$ cat config.mk
export PLATFORM = sky130hd
export DESIGN_NAME = line_route_loader_flat
export DESIGN_NICKNAME = d
export VERILOG_FILES = /design/src/rtl/line_route_loader_if.sv /design/src/rtl/line_route_loader.sv /design/src/flat_wrapper.sv
export SDC_FILE = /design/constraint.sdc
export NUM_CORES = 1
export LEC_CHECK = 0
export BUFFER_PORTS_ARGS = -buffer_cell sky130_fd_sc_hd__buf_2
export CAP_MARGIN = 20
export CORE_MARGIN = 10
export CORE_UTILIZATION = 43
export DETAILED_ROUTE_END_ITERATION = 10
export SLEW_MARGIN = 20
export SYNTH_ARGS = -nofsm -noshare
export SYNTH_HDL_FRONTEND = slang
export SYNTH_SLANG_ARGS = --single-unit
export TNS_END_PERCENT = 20
$ cat constraint.sdc
create_clock -name clk -period 2 [get_ports clk]
set_input_delay 0.2 -clock clk [delete_from_list [all_inputs] [get_ports clk]]
set_output_delay 0.2 -clock clk [all_outputs]
set_load 0.03 [all_outputs]
$ cat src/rtl/line_route_loader_if.sv
// rtl/line_route_loader_if.sv - register port and select bus of the line route loader
interface line_route_loader_if #(
  parameter int NUM_INPUTS  = 10,
  parameter int NUM_OUTPUTS = 10
);
  localparam int AW = $clog2(NUM_OUTPUTS);
  localparam int DW = $clog2(NUM_INPUTS + 2);

  logic          wr_en;
  logic [AW-1:0] wr_addr;
  logic [DW-1:0] wr_data;
  logic          wr_err;
  logic [AW-1:0] rd_addr;
  logic [DW-1:0] rd_data;
  logic          commit;
  logic          busy;
  logic          done;
  logic [DW-1:0] input_select;
  logic [AW-1:0] output_select;

  modport master (
    output wr_en, wr_addr, wr_data, rd_addr, commit,
    input  wr_err, rd_data, busy, done, input_select, output_select
  );

  modport slave (
    input  wr_en, wr_addr, wr_data, rd_addr, commit,
    output wr_err, rd_data, busy, done, input_select, output_select
  );
endinterface

$ cat src/rtl/line_route_loader.sv
// rtl/line_route_loader.sv - shadow routing table swept onto the line_mux select bus
module line_route_loader #(
  parameter int NUM_INPUTS  = 10,
  parameter int NUM_OUTPUTS = 10
) (
  input  logic                clk,
  input  logic                rstn,
  line_route_loader_if.slave  bus
);
  localparam int AW = $clog2(NUM_OUTPUTS);
  localparam int DW = $clog2(NUM_INPUTS + 2);

  localparam logic [AW:0]   NUM_OUT_W = (AW+1)'(NUM_OUTPUTS);
  localparam logic [DW:0]   MAX_CODE  = (DW+1)'(NUM_INPUTS + 1);
  localparam logic [AW-1:0] LAST_IDX  = AW'(NUM_OUTPUTS - 1);

  typedef enum logic [1:0] {IDLE, SWEEP, DONE} state_t;

  state_t        state;
  state_t        state_nxt;
  logic [DW-1:0] shadow [NUM_OUTPUTS];
  logic [AW-1:0] idx;
  logic          pending;
  logic [DW-1:0] park_in;
  logic [AW-1:0] park_out;
  logic          wr_ok;
  logic          rd_in_range;

  // The table must not move while it is being streamed, so writes are only taken outside SWEEP.
  assign wr_ok = bus.wr_en && (state != SWEEP)
              && ({1'b0, bus.wr_addr} < NUM_OUT_W)
              && ({1'b0, bus.wr_data} <= MAX_CODE);

  assign rd_in_range = ({1'b0, bus.rd_addr} < NUM_OUT_W);

  // State register.
  always_ff @(posedge clk) begin
    if (!rstn) state <= IDLE;
    else       state <= state_nxt;
  end

  // Next-state: a commit arriving in DONE is folded into the pending re-sweep.
  always_comb begin
    state_nxt = state;
    case (state)
      IDLE:    if (bus.commit) state_nxt = SWEEP;
      SWEEP:   if (idx == LAST_IDX) state_nxt = DONE;
      DONE:    state_nxt = (pending || bus.commit) ? SWEEP : IDLE;
      default: state_nxt = IDLE;
    endcase
  end

  // Outputs: stream shadow[idx] while sweeping, otherwise hold the last driven pair.
  always_comb begin
    bus.busy          = (state == SWEEP);
    bus.done          = (state == DONE);
    bus.output_select = park_out;
    bus.input_select  = park_in;
    if (state == SWEEP) begin
      bus.output_select = idx;
      bus.input_select  = shadow[idx];
    end
  end

  // Shadow table writes and the one-cycle rejection pulse.
  always_ff @(posedge clk) begin
    if (!rstn) begin
      for (int i = 0; i < NUM_OUTPUTS; i++) shadow[i] <= '0;
      bus.wr_err <= 1'b0;
    end else begin
      if (wr_ok) shadow[bus.wr_addr] <= bus.wr_data;
      bus.wr_err <= bus.wr_en && !wr_ok;
    end
  end

  // Registered readback; out-of-range indices read as zero.
  always_ff @(posedge clk) begin
    if (!rstn)            bus.rd_data <= '0;
    else if (rd_in_range) bus.rd_data <= shadow[bus.rd_addr];
    else                  bus.rd_data <= '0;
  end

  // Sweep index, parked select pair and collapsed re-sweep request.
  always_ff @(posedge clk) begin
    if (!rstn) begin
      idx      <= '0;
      pending  <= 1'b0;
      park_in  <= '0;
      park_out <= '0;
    end else begin
      idx <= (state == SWEEP && idx != LAST_IDX) ? idx + 1'b1 : '0;
      if (state == SWEEP) begin
        park_out <= idx;
        park_in  <= shadow[idx];
        if (bus.commit) pending <= 1'b1;
      end else if (state == DONE) begin
        pending <= 1'b0;
      end
    end
  end
endmodule

$ cat src/flat_wrapper.sv
// flat-port wrapper written by rule: the top's interface ports become plain ports
module line_route_loader_flat 
#(
  parameter int NUM_INPUTS  = 10,
  parameter int NUM_OUTPUTS = 10
)
  (clk, rstn, bus_wr_en, bus_wr_addr, bus_wr_data, bus_rd_addr, bus_commit, bus_wr_err, bus_rd_data, bus_busy, bus_done, bus_input_select, bus_output_select);
  line_route_loader_if #(.NUM_INPUTS(NUM_INPUTS), .NUM_OUTPUTS(NUM_OUTPUTS)) bus_i ();
  input  logic clk;
  input  logic rstn;
  input wire logic [$bits(bus_i.wr_en)-1:0] bus_wr_en;
  input wire logic [$bits(bus_i.wr_addr)-1:0] bus_wr_addr;
  input wire logic [$bits(bus_i.wr_data)-1:0] bus_wr_data;
  input wire logic [$bits(bus_i.rd_addr)-1:0] bus_rd_addr;
  input wire logic [$bits(bus_i.commit)-1:0] bus_commit;
  output wire logic [$bits(bus_i.wr_err)-1:0] bus_wr_err;
  output wire logic [$bits(bus_i.rd_data)-1:0] bus_rd_data;
  output wire logic [$bits(bus_i.busy)-1:0] bus_busy;
  output wire logic [$bits(bus_i.done)-1:0] bus_done;
  output wire logic [$bits(bus_i.input_select)-1:0] bus_input_select;
  output wire logic [$bits(bus_i.output_select)-1:0] bus_output_select;
  assign bus_i.wr_en = bus_wr_en;
  assign bus_i.wr_addr = bus_wr_addr;
  assign bus_i.wr_data = bus_wr_data;
  assign bus_i.rd_addr = bus_rd_addr;
  assign bus_i.commit = bus_commit;
  assign bus_wr_err = bus_i.wr_err;
  assign bus_rd_data = bus_i.rd_data;
  assign bus_busy = bus_i.busy;
  assign bus_done = bus_i.done;
  assign bus_input_select = bus_i.input_select;
  assign bus_output_select = bus_i.output_select;
  line_route_loader #(.NUM_INPUTS(NUM_INPUTS), .NUM_OUTPUTS(NUM_OUTPUTS)) u_core (.clk(clk), .rstn(rstn), .bus(bus_i));
endmodule
Word-level counts from Yosys, hierarchy flattened. Memories as Yosys holds them, arrays and structs flattened. A register that Yosys moved wholly into a read port is not among the register bits. Index checks and enable logic that the tools add are counted.

Reductions and logical operators: 15. Multiplexer cells: 17. Equality and inequality tests: 8. Order comparisons: 3. Add/sub/neg operators: 1.

Operator list (number): 4-bit two-way mux (5); 1-bit two-way mux (9); 4-bit < comparator, second input constant (2); 2-bit AND reduction (4); 2-bit one-hot mux with 3 select lines (1); 1-bit logical AND (5); 4-bit by 1-bit adder with 4-bit output, second input constant (1); 4-bit == test, second input constant (1); 4-bit <= comparator, second input constant (1); 2-bit two-way mux (2); 2-bit by 1-bit != test with 1-bit output, second input constant (2); 2-bit != test, second input constant (2); 4-bit != test, second input constant (1); 4-bit OR reduction (1); 2-bit by 1-bit == test with 1-bit output, second input constant (1); 2-bit == test, second input constant (1); 1-bit logical NOT (2); 2-bit logical NOT (1); 2-bit nonzero test (1); 1-bit logical OR (1).

Logic and storage cells: 51. Memories kept: 1. Output and inout bits: 15. Input bits: 16. Register bits after elaboration: 16. Bits in writable memories: 40.

Memory list: u_core.shadow (words 10, bits a word 4, rd ports 2, clocked after memory_dff 2, write ports 10, line line_route_loader.sv:21) `logic [DW-1:0] shadow [NUM_OUTPUTS];`.

Longest topological paths before layout.
Depth in word-level cells: 9. Depth in mapped cells: 7. Gate-level depth less buffers: 6.

Worst setup path after synthesis. OpenSTA, ideal clock, no wires.

Path type: reg-to-reg. Start: register u_core.state[1]. End: memory u_core.shadow[1][0] in the netlist's numbering (enable). Cell stages (with the launch flop): 5. Buffers on the path: 1. Arrival time: 1.470 ns. Path slack: 0.151 ns. Setup time: 0.379 ns. Cell sequence: dfxtp_1 -> nand2b_1 -> buf_2 -> nand3_1 -> o41ai_1.

RTL lines: from (decl) (line line_route_loader.sv:19) `state_t state;`; from (signal assigned) (line line_route_loader.sv:39) `else state <= state_nxt;`; to (decl) (line line_route_loader.sv:21).

==> load_flow_metrics.sql <==
INSERT INTO impl_metrics (metric_group, metric, value, unit) VALUES
('run_status', 'failed_checks', 'setup timing', ''),
('layout', 'layout_common_cells', '64 x sky130_fd_sc_hd__edfxtp_1, 30 x sky130_fd_sc_hd__and2_1, 25 x sky130_fd_sc_hd__buf_2, 25 x sky130_fd_sc_hd__buf_4, 24 x sky130_fd_sc_hd__conb_1', ''),
('power', 'max-vdd-ir-drop', '0.342', 'mV'),
('layout', 'final_net_count', '381', ''),
('sta', 'finalCritPeriodShare', '110', '%'),
('worst_setup_path', 'endpoint_kind', 'output pin', ''),
('synth', 'synth-warning-count', '0', ''),
('place', 'dp_cells', '457', ''),
('worst_setup_path', 'timing.critical_path.arrival', '1990', 'ps'),
('worst_setup_path', 'worst-setup-path-type', 'reg -> out', ''),
('layout', 'utilization', '53.8', '%'),
('sta', 'final_max_slew_viol_count', '0', ''),
('clock_network', 'cts_hold_repair.buffers', '0', ''),
('sta', 'timing_hold_violations_final', '0', ''),
('floorplan', 'num_io_pins', '31', ''),
('hold_path', 'worstHoldPathCells', '4', ''),
('sta', 'grt_setup_unrepaired', 'yes', ''),
('sta', 'setup_clock_skew_after_layout', '9.45', 'ps'),
('worst_setup_path', 'timing.critical_path.required', '1800', 'ps'),
('clock_network', 'clock-sinks', '84', ''),
('worst_setup_path', 'worstSetupStartpointType', 'register', ''),
('clock_network', 'clock_insertion_delay_worst_skew', '350', 'ps'),
('worst_setup_path', 'depth_of_the_worst_register_to_register_path', '7', ''),
('grt', 'via_count_of_the_first_global_routing_pass', '2567', ''),
('power', 'total_power', '3.71', 'mW'),
('grt', 'gr-usage-all-layers', '13.8', '%'),
('grt', 'grt_max_degree', '24', ''),
('route', 'dr.first_iter.drc_count', '155', ''),
('route', 'detailroute.via_count', '2562', ''),
('synth', 'synth_enable_flop_cells', '64', ''),
('clock_network', 'clock_tree.root_cell', 'sky130_fd_sc_hd__clkbuf_8', ''),
('synth', 'syn_area', '3970', 'µm²'),
('clock_network', 'cts_max_level', '3', ''),
('worst_setup_path', 'critical_path.cell_chain', 'buf_12 > mux2_2 > a221oi_2 > o211ai_2 > o21a_1 > buf_6', ''),
('worst_setup_path', 'path_delay_family', 'compound AO/OA/AOI/OAI gates', ''),
('layout', 'layout-drive-gt1-share', '29.9', '%'),
('floorplan', 'initial_utilization', '44.9', '%'),
('clock_network', 'tritoncts_clock_tree', 'built', ''),
('synth', 'postSynthCellCount', '288', ''),
('layout', 'antenna-diode-count', '0', ''),
('floorplan', 'die-height', '116', 'µm'),
('floorplan', 'floorplan.rows', '34', ''),
('sta', 'max-slew-margin-rel', '66.2', '%'),
('power', 'power_leakage', '1.89', 'nW'),
('clock_network', 'cts_buffers', '9', ''),
('sta', 'setup_viol', '4', ''),
('worst_setup_path', 'worstSetupPathDepth', '6', ''),
('power', 'p_per_area', '780', 'nW/µm²'),
('place', 'gp_routability_congestion', '0.859', ''),
('layout', 'post_layout_nonfiller_instances', '476', ''),
('grt', 'antenna_found_initial', '0', ''),
('run_status', 'status', 'finished with violations', ''),
('hold_path', 'hold_path.class', 'in -> reg', ''),
('route', 'postRouteAntennaNets', '0', ''),
('sta', 'timing.final.crit_period', '2190', 'ps'),
('synth', 'syn_area_per_cell', '13.8', 'µm²'),
('clock_network', 'clock_path_buffers', '2', ''),
('worst_setup_path', 'cp_slowest_cell', 'sky130_fd_sc_hd__dfxtp_4', ''),
('grt', 'grt_first_pass_wirelength', '14.0', 'mm'),
('sta', 'final_critical_path_setup_slack', '-195', 'ps'),
('place', 'dp.final_hpwl', '7.00', 'mm'),
('layout', 'multi_input_area', '1650', 'µm²'),
('sta', 'achievable-frequency', '0.456', 'GHz'),
('floorplan', 'die_area', '13500', 'µm²'),
('sta', 'fin_setup_tns', '-717', 'ps'),
('flow_run', 'maxCapViolations', '0', ''),
('grt', 'grt_overflow', '0', ''),
('floorplan', 'die_w', '116', 'µm'),
('place', 'dpl_worst_slack', '84.1', 'ps'),
('synth', 'fraction_of_registers_with_async_set_reset', '0', '%'),
('synth', 'share_of_synthesized_area_occupied_by_flip_flops_and_latches', '58.5', '%');
[final timing paths]
path | end | slack, ps | from
max reg2reg | u_core.park_in[2] | 150 | u_core.idx[1]
min reg2reg | u_core.park_in[3] | 510 | u_core.park_in[3]
min | u_core.pending | 180 | bus_commit
max | bus_input_select[2] | -190 | u_core.idx[1]
[metal layers]
metal  global-route usage, %  share of wire [%]
met5                       0                  0
met4                    4.92                1.9
met3                    4.34                6.8
met2                    20.6                 45
met1                    18.6                 47
[cells in the mapped netlist, drive strengths merged, types with 7 or more instances]
| master | n | share of area, % |
|---|---|---|
| mux2 | 8 | 2.3 |
| nand3 | 9 | 1.1 |
| nand2b | 9 | 1.4 |
| mux4 | 20 | 12 |
| mux2i | 12 | 3.0 |
| buf | 8 | 1.3 |
| clkbuf | 7 | 0.66 |
| nor2 | 22 | 2.1 |
| nand2 | 17 | 1.6 |
| dfxtp | 20 | 10 |
| and2 | 30 | 4.7 |
| o21ai | 10 | 1.3 |
| edfxtp | 64 | 48 |
[metrics by stage]
stage	hold WS, ps	area [µm²]
5_1_grt	181	4760
3_3_place_gp	482	4450
6_report	177	4760
3_5_place_dp	490	4450
2_1_floorplan	360	4060
4_1_cts	163	4750
[registers in the layout, indices dropped and copies added, names as in the netlist]
signal              flops
u_core.bus.rd_data      4
u_core.shadow          64
u_core.state            2
u_core.park_out         4
u_core.pending          1
u_core.park_in          4
u_core.idx              4
u_core.bus.wr_err       1
[tightest hold or removal path: stages]
cell	delay, ps
sky130_fd_sc_hd__buf_2	90
sky130_fd_sc_hd__nand2_1	40
sky130_fd_sc_hd__o21ai_0	60
sky130_fd_sc_hd__and2_1	110
[logic make-up after synthesis]
group                    share of synthesized area (%)
flip-flops                                        58.5
buffers and inverters                             2.43
AND/OR/NAND/NOR                                   14.5
adder cells (fa/ha/maj)                          0.630
other                                           0.0945
XOR/XNOR                                         0.441
AO/OA/AOI/OAI                                     6.53
multiplexers                                      16.8
[cell type report]
cell class	instances	area share, %
timing repair buffer	56	8.52
tap	108	2.84
clock buffer	11	2.97
clock inverter	5	1.79
multi-input combinational	207	34.6
sequential	84	48.9
inverter	5	0.394
[what timing repair did]
action	CTS	global route
resized for setup	18	1
gates cloned	1	0
endpoints found under the setup margin	5	17
pin swaps	6	2
buffers inserted	1	1
[where the power goes]
part           leakage, nW  total, mW  internal, mW  switching, mW
Combinational        0.953      0.387         0.169          0.218
Sequential           0.823       1.99          1.95         0.0439
Clock                0.110       1.33         0.742          0.592
No activity file was read; power rests on OpenSTA's default activity.
